[src/rtl/action_motor_drive.sv]
// rtl/action_motor_drive.sv - action-code decoder, maneuver sequencer and dual H-bridge PWM driver
module action_motor_drive #(
  parameter int unsigned PWM_PERIOD  = 5000,
  parameter int unsigned DUTY_SLOW   = 2000,
  parameter int unsigned DUTY_NORM   = 3500,
  parameter int unsigned DUTY_FAST   = 5000,
  parameter int unsigned HOLD_CYCLES = 50000000,
  parameter int unsigned DEAD_CYCLES = 100
) (
  input  logic       clk_in,
  input  logic       rst,
  input  logic [3:0] action,
  output logic       dir_l,
  output logic       dir_r,
  output logic       pwm_l,
  output logic       pwm_r,
  output logic       busy,
  output logic [1:0] spd_level
);

  typedef enum logic [1:0] {ST_STOP, ST_RUN, ST_REV, ST_SPIN} state_t;

  localparam logic [15:0] CNT_LAST  = 16'(PWM_PERIOD - 1);
  localparam logic [31:0] HOLD_LAST = 32'(HOLD_CYCLES - 1);
  localparam logic [15:0] DEAD_LOAD = 16'(DEAD_CYCLES);

  state_t      state_q, state_d;
  logic [1:0]  spd_q, spd_d;
  logic [31:0] hold_q, hold_d;
  logic [3:0]  act_prev_q;
  logic        spin_right_q, spin_right_d;
  logic [15:0] pwm_cnt_q;
  logic [15:0] shadow_l_q, shadow_r_q;
  logic [15:0] dead_l_q, dead_r_q, dead_l_d, dead_r_d;
  logic        dir_l_q, dir_r_q, pwm_l_q, pwm_r_q;
  logic        req_dir_l, req_dir_r;
  logic [15:0] req_duty_l, req_duty_r;

  function automatic logic [15:0] duty_of(input logic [1:0] lvl);
    case (lvl)
      2'd0:    duty_of = 16'(DUTY_SLOW);
      2'd1:    duty_of = 16'(DUTY_NORM);
      default: duty_of = 16'(DUTY_FAST);
    endcase
  endfunction

  // Next state, speed level and the per-side direction/duty request
  always_comb begin
    state_d      = state_q;
    spd_d        = spd_q;
    hold_d       = hold_q;
    spin_right_d = spin_right_q;
    req_dir_l    = dir_l_q;
    req_dir_r    = dir_r_q;
    req_duty_l   = '0;
    req_duty_r   = '0;
    case (state_q)
      ST_REV: begin
        req_dir_l  = 1'b0;
        req_dir_r  = 1'b0;
        req_duty_l = duty_of(spd_q);
        req_duty_r = duty_of(spd_q);
        if (hold_q == HOLD_LAST) begin
          hold_d  = '0;
          state_d = ST_SPIN;
        end else begin
          hold_d = hold_q + 32'd1;
        end
      end
      ST_SPIN: begin
        req_dir_l  = spin_right_q;
        req_dir_r  = !spin_right_q;
        req_duty_l = duty_of(spd_q);
        req_duty_r = duty_of(spd_q);
        if (hold_q == HOLD_LAST) begin
          hold_d  = '0;
          state_d = ST_RUN;
        end else begin
          hold_d = hold_q + 32'd1;
        end
      end
      default: begin
        state_d = ST_RUN;
        case (action)
          4'h1, 4'h2, 4'h3: spd_d = action[1:0] - 2'd1;
          4'hB: if (action != act_prev_q && spd_q != 2'd2) spd_d = spd_q + 2'd1;
          4'hC: if (action != act_prev_q && spd_q != 2'd0) spd_d = spd_q - 2'd1;
          default: ;
        endcase
        case (action)
          4'h1, 4'h2, 4'h3, 4'hB, 4'hC: begin
            req_dir_l  = 1'b1;
            req_dir_r  = 1'b1;
            req_duty_l = duty_of(spd_d);
            req_duty_r = duty_of(spd_d);
          end
          4'h4, 4'h5: begin
            req_dir_l  = 1'b1;
            req_dir_r  = 1'b1;
            req_duty_l = action[0] ? duty_of(spd_q) : 16'(DUTY_SLOW);
            req_duty_r = action[0] ? 16'(DUTY_SLOW) : duty_of(spd_q);
          end
          4'h6, 4'h7: begin
            req_dir_l  = action[0];
            req_dir_r  = !action[0];
            req_duty_l = duty_of(spd_q);
            req_duty_r = duty_of(spd_q);
          end
          4'hA: begin
            req_dir_l  = 1'b0;
            req_dir_r  = 1'b0;
            req_duty_l = duty_of(spd_q);
            req_duty_r = duty_of(spd_q);
          end
          4'h8, 4'h9: begin
            spin_right_d = action[0];
            hold_d       = '0;
            state_d      = ST_REV;
          end
          default: state_d = ST_STOP;
        endcase
      end
    endcase
  end

  // Dead-time counters: reload on any reversal request, otherwise count down to zero
  always_comb begin
    dead_l_d = dead_l_q;
    dead_r_d = dead_r_q;
    if (req_dir_l != dir_l_q) dead_l_d = DEAD_LOAD;
    else if (dead_l_q != '0)  dead_l_d = dead_l_q - 16'd1;
    if (req_dir_r != dir_r_q) dead_r_d = DEAD_LOAD;
    else if (dead_r_q != '0)  dead_r_d = dead_r_q - 16'd1;
  end

  // Sequencer registers
  always_ff @(posedge clk_in) begin
    if (rst) begin
      state_q      <= ST_STOP;
      spd_q        <= 2'd1;
      hold_q       <= '0;
      act_prev_q   <= '0;
      spin_right_q <= 1'b0;
    end else begin
      state_q      <= state_d;
      spd_q        <= spd_d;
      hold_q       <= hold_d;
      act_prev_q   <= action;
      spin_right_q <= spin_right_d;
    end
  end

  // PWM counter, boundary-loaded shadows, directions and registered PWM outputs;
  // the pending dead count gates the compare so a reversal never emits a pulse
  always_ff @(posedge clk_in) begin
    if (rst) begin
      pwm_cnt_q  <= '0;
      shadow_l_q <= '0;
      shadow_r_q <= '0;
      dead_l_q   <= '0;
      dead_r_q   <= '0;
      dir_l_q    <= 1'b1;
      dir_r_q    <= 1'b1;
      pwm_l_q    <= 1'b0;
      pwm_r_q    <= 1'b0;
    end else begin
      pwm_cnt_q <= (pwm_cnt_q == CNT_LAST) ? '0 : pwm_cnt_q + 16'd1;
      if (pwm_cnt_q == CNT_LAST) begin
        shadow_l_q <= req_duty_l;
        shadow_r_q <= req_duty_r;
      end
      dead_l_q <= dead_l_d;
      dead_r_q <= dead_r_d;
      dir_l_q  <= req_dir_l;
      dir_r_q  <= req_dir_r;
      pwm_l_q  <= (pwm_cnt_q < shadow_l_q) && (dead_l_d == '0);
      pwm_r_q  <= (pwm_cnt_q < shadow_r_q) && (dead_r_d == '0);
    end
  end

  assign dir_l     = dir_l_q;
  assign dir_r     = dir_r_q;
  assign pwm_l     = pwm_l_q;
  assign pwm_r     = pwm_r_q;
  assign busy      = (state_q == ST_REV) || (state_q == ST_SPIN);
  assign spd_level = spd_q;

endmodule

[config.mk]
export PLATFORM = sky130hd
export DESIGN_NAME = action_motor_drive
export DESIGN_NICKNAME = d
export VERILOG_FILES = /design/src/rtl/action_motor_drive.sv
export SDC_FILE = /design/constraint.sdc
export NUM_CORES = 1
export LEC_CHECK = 0
export BUFFER_PORTS_ARGS = -buffer_cell sky130_fd_sc_hd__buf_4
export CAP_MARGIN = 20
export CORE_ASPECT_RATIO = 2
export CORE_UTILIZATION = 40
export CTS_BUF_LIST = sky130_fd_sc_hd__clkbuf_4 sky130_fd_sc_hd__clkbuf_8
export CTS_CLUSTER_DIAMETER = 120
export DETAILED_ROUTE_END_ITERATION = 12
export GPL_TIMING_DRIVEN = 0
export MAX_ROUTING_LAYER = met4
export PLACE_DENSITY = 0.59
export SLEW_MARGIN = 30
export SYNTH_ARGS = -nofsm -noshare
export SYNTH_HDL_FRONTEND = slang
export SYNTH_SLANG_ARGS = --single-unit
[constraint.sdc]
create_clock -name clk_in -period 4.49 [get_ports clk_in]
set_clock_uncertainty 0.2 [all_clocks]
set_input_delay 0.898 -clock clk_in [delete_from_list [all_inputs] [get_ports clk_in]]
set_output_delay 0.898 -clock clk_in [all_outputs]
set_load 0.01 [all_outputs]
==> flow_summary.rst <==
.. list-table::
   :header-rows: 1

   * - Metric
     - Value
   * - Result of the run
     - finished, final reports clean
   * - Number of CTS-inserted buffers
     - 9
   * - Setup_tns
     - 0 ns
   * - # Post-CTS Setup Buffers
     - 0
   * - Core area
     - 0.0153 mm^2
   * - Area of the multi-input gates
     - 0.00385 mm^2
   * - Portion of the post-synthesis area used by sequential elements
     - 34.0%
   * - Number of enable-type register cells in the synthesized netlist
     - 0
   * - Min Tclk post-route
     - 3.93 ns
   * - All-layer global routing usage
     - 21.6%
   * - Maximum number of pins on one net before global-route repair
     - 20
   * - Cell at the root of the clock tree
     - sky130_fd_sc_hd__clkbuf_8
   * - Number of I/O port buffers
     - 11
   * - Sequential Area
     - 0.00212 mm^2
   * - Final Hold Violating Endpoints
     - 0
   * - Beginning of the critical path
     - action[0]
   * - Syn Inst Count
     - 794
   * - Fraction of registers with async set or reset after synthesis
     - 0%
   * - Leading cell type by number of instances after synthesis
     - sky130_fd_sc_hd__nor2_1
   * - Detailed Place HPWL
     - 12700 um
   * - Via count of the first global-routing pass
     - 5931
   * - Type of destination of the critical path
     - register
   * - Layout cell share with drive strength beyond 1
     - 6.21%
   * - Wirelength per Cell
     - 16.0 um
   * - Tightest slew margin relative to the limit
     - 45.4%
   * - Synth area leader
     - sky130_fd_sc_hd__dfxtp_1
   * - Final net count
     - 854
   * - Peak supply drop
     - 0.183 mV
   * - Antenna violations before repair
     - 0
   * - Number of warnings issued by yosys
     - 0
   * - Via count of the routed design
     - 5854
   * - Pin slew with the least headroom to its limit
     - 0.812 ns
   * - Count of hold-fix buffers inserted at cts
     - 0
   * - Number of search-and-repair iterations in the first detailed-routing pass
     - 5
   * - Top FF cell, synth
     - sky130_fd_sc_hd__dfxtp_1
   * - Synth unique cells
     - 69
   * - Count of final setup violators
     - 0
   * - H-tree levels
     - 3
   * - CTS tree
     - done
   * - Longest Clk Path Bufs
     - 2
   * - Power density over the cells
     - 505 mW/mm^2
   * - Number of top-level pins
     - 13
   * - Number of DRC markers after the initial detailed-route iteration
     - 299
   * - Total count of max-transition violations in the final report
     - 0
   * - Via density per instance
     - 5.74
   * - Number of sinks driven by the clock tree
     - 106
   * - DRC
     - 0
   * - Post-detailed-routing wire length
     - 16300 um
   * - Quantity of gates resized following cts
     - 0
   * - Die Ht
     - 179 um
   * - Number of max-cap violations
     - 0
   * - RSZ-0062 raised after global routing
     - no
   * - Critical Path RT
     - 4.60 ns
   * - Worst-skew pair later-pin latency
     - 0.39 ns
   * - Crit Path Class
     - input port to register
   * - Share of the synthesized area in the top cell type
     - 34.0%
   * - Post-route antenna net violation count
     - 0
   * - Reg-to-reg critical path startpoint
     - hold_q[0]
   * - Nets in the synthesized netlist
     - 832
   * - Highest achievable clock rate
     - 0.254 GHz
   * - Type of the tightest min-delay check
     - register to register
   * - Width of the die
     - 90.4 um
   * - Type of origin of the critical path
     - input port
   * - Layout overhead on the synthesized area
     - 8.49%
   * - Mean cell area of the mapped netlist
     - 7.87 um^2
   * - Crit path max fanout
     - 10
   * - Post-synth top cells
     - sky130_fd_sc_hd__nor2_1 (112), sky130_fd_sc_hd__dfxtp_1 (106), sky130_fd_sc_hd__nand2_1 (70)
   * - RePlAce Congestion
     - 0.902
   * - Floorplan row count
     - 64
   * - Starting density of the core
     - 40.9%
   * - Post-synthesis cell area
     - 0.00625 mm^2
   * - Total grt overflow
     - 0
   * - Synthesized flop and latch total
     - 106
   * - Final Total Pwr
     - 3.42 mW
   * - Worst Hold Launch
     - shadow_l_q[6]
   * - Final clock period utilization by the worst path
     - 87.6%
   * - Static leakage
     - 2.44 nW
   * - Register clock-pin slew on the reported worst setup and hold paths
     - 0.12 ns
   * - Worst Path Arrival
     - 4.05 ns
   * - Synth area leaders
     - sky130_fd_sc_hd__dfxtp_1 (34%), sky130_fd_sc_hd__nor2_1 (6.7%), sky130_fd_sc_hd__ha_1 (6.4%)
   * - Area enclosed by the die boundary
     - 0.0162 mm^2
   * - Wire length of the first global-routing pass
     - 27400 um
   * - Number of fill cells in the layout
     - 1577
   * - Inserted Diodes
     - 0
==> flip-flops by register name, summed over array words and instances, names as in the netlist <==
| signal | count |
|---|---|
| hold_q | 32 |
| dead_l_q | 16 |
| dead_r_q | 16 |
| pwm_cnt_q | 16 |
| shadow_l_q | 7 |
| shadow_r_q | 6 |
| act_prev_q | 4 |
| spd_level | 2 |
| state_q | 2 |
| dir_l | 1 |
| dir_r | 1 |
| pwm_l | 1 |
| pwm_r | 1 |
| spin_right_q | 1 |
==> layer usage <==
metal	vias to the layer above	routed length, um	GRT usage [%]
met5	-	0	-
li1	2934	-	-
met3	50	397	2.84
met1	2749	6380	20.5
met4	0	711	11.8
met2	121	8830	41.6
==> area by class of cell <==
class | count | area share [%]
plain buffers | 40 | 2.51
clock buffers | 10 | 2.03
clock inverters | 6 | 0.830
inverters | 29 | 1.61
multi-input cells | 619 | 56.9
flip-flops and latches | 106 | 31.3
well taps | 198 | 3.65
repair buffers | 11 | 1.22
==> critical path: stages <==
cell,delay (ns)
sky130_fd_sc_hd__buf_4,0.10
sky130_fd_sc_hd__buf_2,0.23
sky130_fd_sc_hd__inv_1,0.19
sky130_fd_sc_hd__ha_1,0.32
sky130_fd_sc_hd__nor3_1,0.34
sky130_fd_sc_hd__o221ai_1,0.33
sky130_fd_sc_hd__o21a_1,0.19
sky130_fd_sc_hd__o31ai_1,0.66
sky130_fd_sc_hd__nand2_1,0.31
sky130_fd_sc_hd__clkbuf_1,0.31
sky130_fd_sc_hd__nor2_1,0.16
==> worst paths after layout <==
check / endpoint / slack [ns] / cells after the start
worst max-delay path: dead_r_q[14] / 0.56 / 11
worst min-delay path: shadow_l_q[6] / 0.28 / 2
worst max register to register: hold_q[29] / 1.22 / 10
worst min register to register: shadow_l_q[6] / 0.28 / 2
==> cell usage in the layout (no fill, tap or decap), drive strengths merged, types with 13 or more instances in the layout <==
cell    instances
xor2           18
a31oi          13
and3           18
nor2b          13
a311oi         21
nor2          112
a21oi          57
buf            19
nand3          37
nor3           23
nand2b         15
ha             32
nand4          13
clkbuf         42
inv            33
o21ai          29
dfxtp         106
nor4           17
nand2          70
xnor2          22
==> logic make-up (layout without fill, tap and decap cells) <==
kind of cell | Yosys count | after routing | synth area share [%]
simple gates | 361 | 361 | 29.4
compound gates | 183 | 183 | 19.6
flops | 106 | 106 | 34.0
buf+inv | 69 | 96 | 4.46
xor+xnor | 40 | 40 | 5.73
fa+ha+maj | 32 | 32 | 6.41
mux | 3 | 3 | 0.480
==> power breakdown <==
group / internal, mW / switching [mW] / total (mW)
clock network: 0.230 / 0.371 / 0.602
logic: 0.654 / 0.917 / 1.57
registers: 1.08 / 0.167 / 1.25
==> metrics by stage <==
stage	instances	hold WS, ns	cell area, um^2	setup slack (ns)	utilization [%]
3_3_place_gp	1003	0.253	6580	0.122	43.0
6_report	1019	0.279	6780	0.556	44.3
3_5_place_dp	1003	0.258	6590	0.124	43.1
2_1_floorplan	794	0.230	6250	1.30	-
5_1_grt	1019	0.307	6780	0.280	44.3
4_1_cts	1019	0.279	6780	0.530	44.3
No activity file was read; power rests on OpenSTA's default activity.
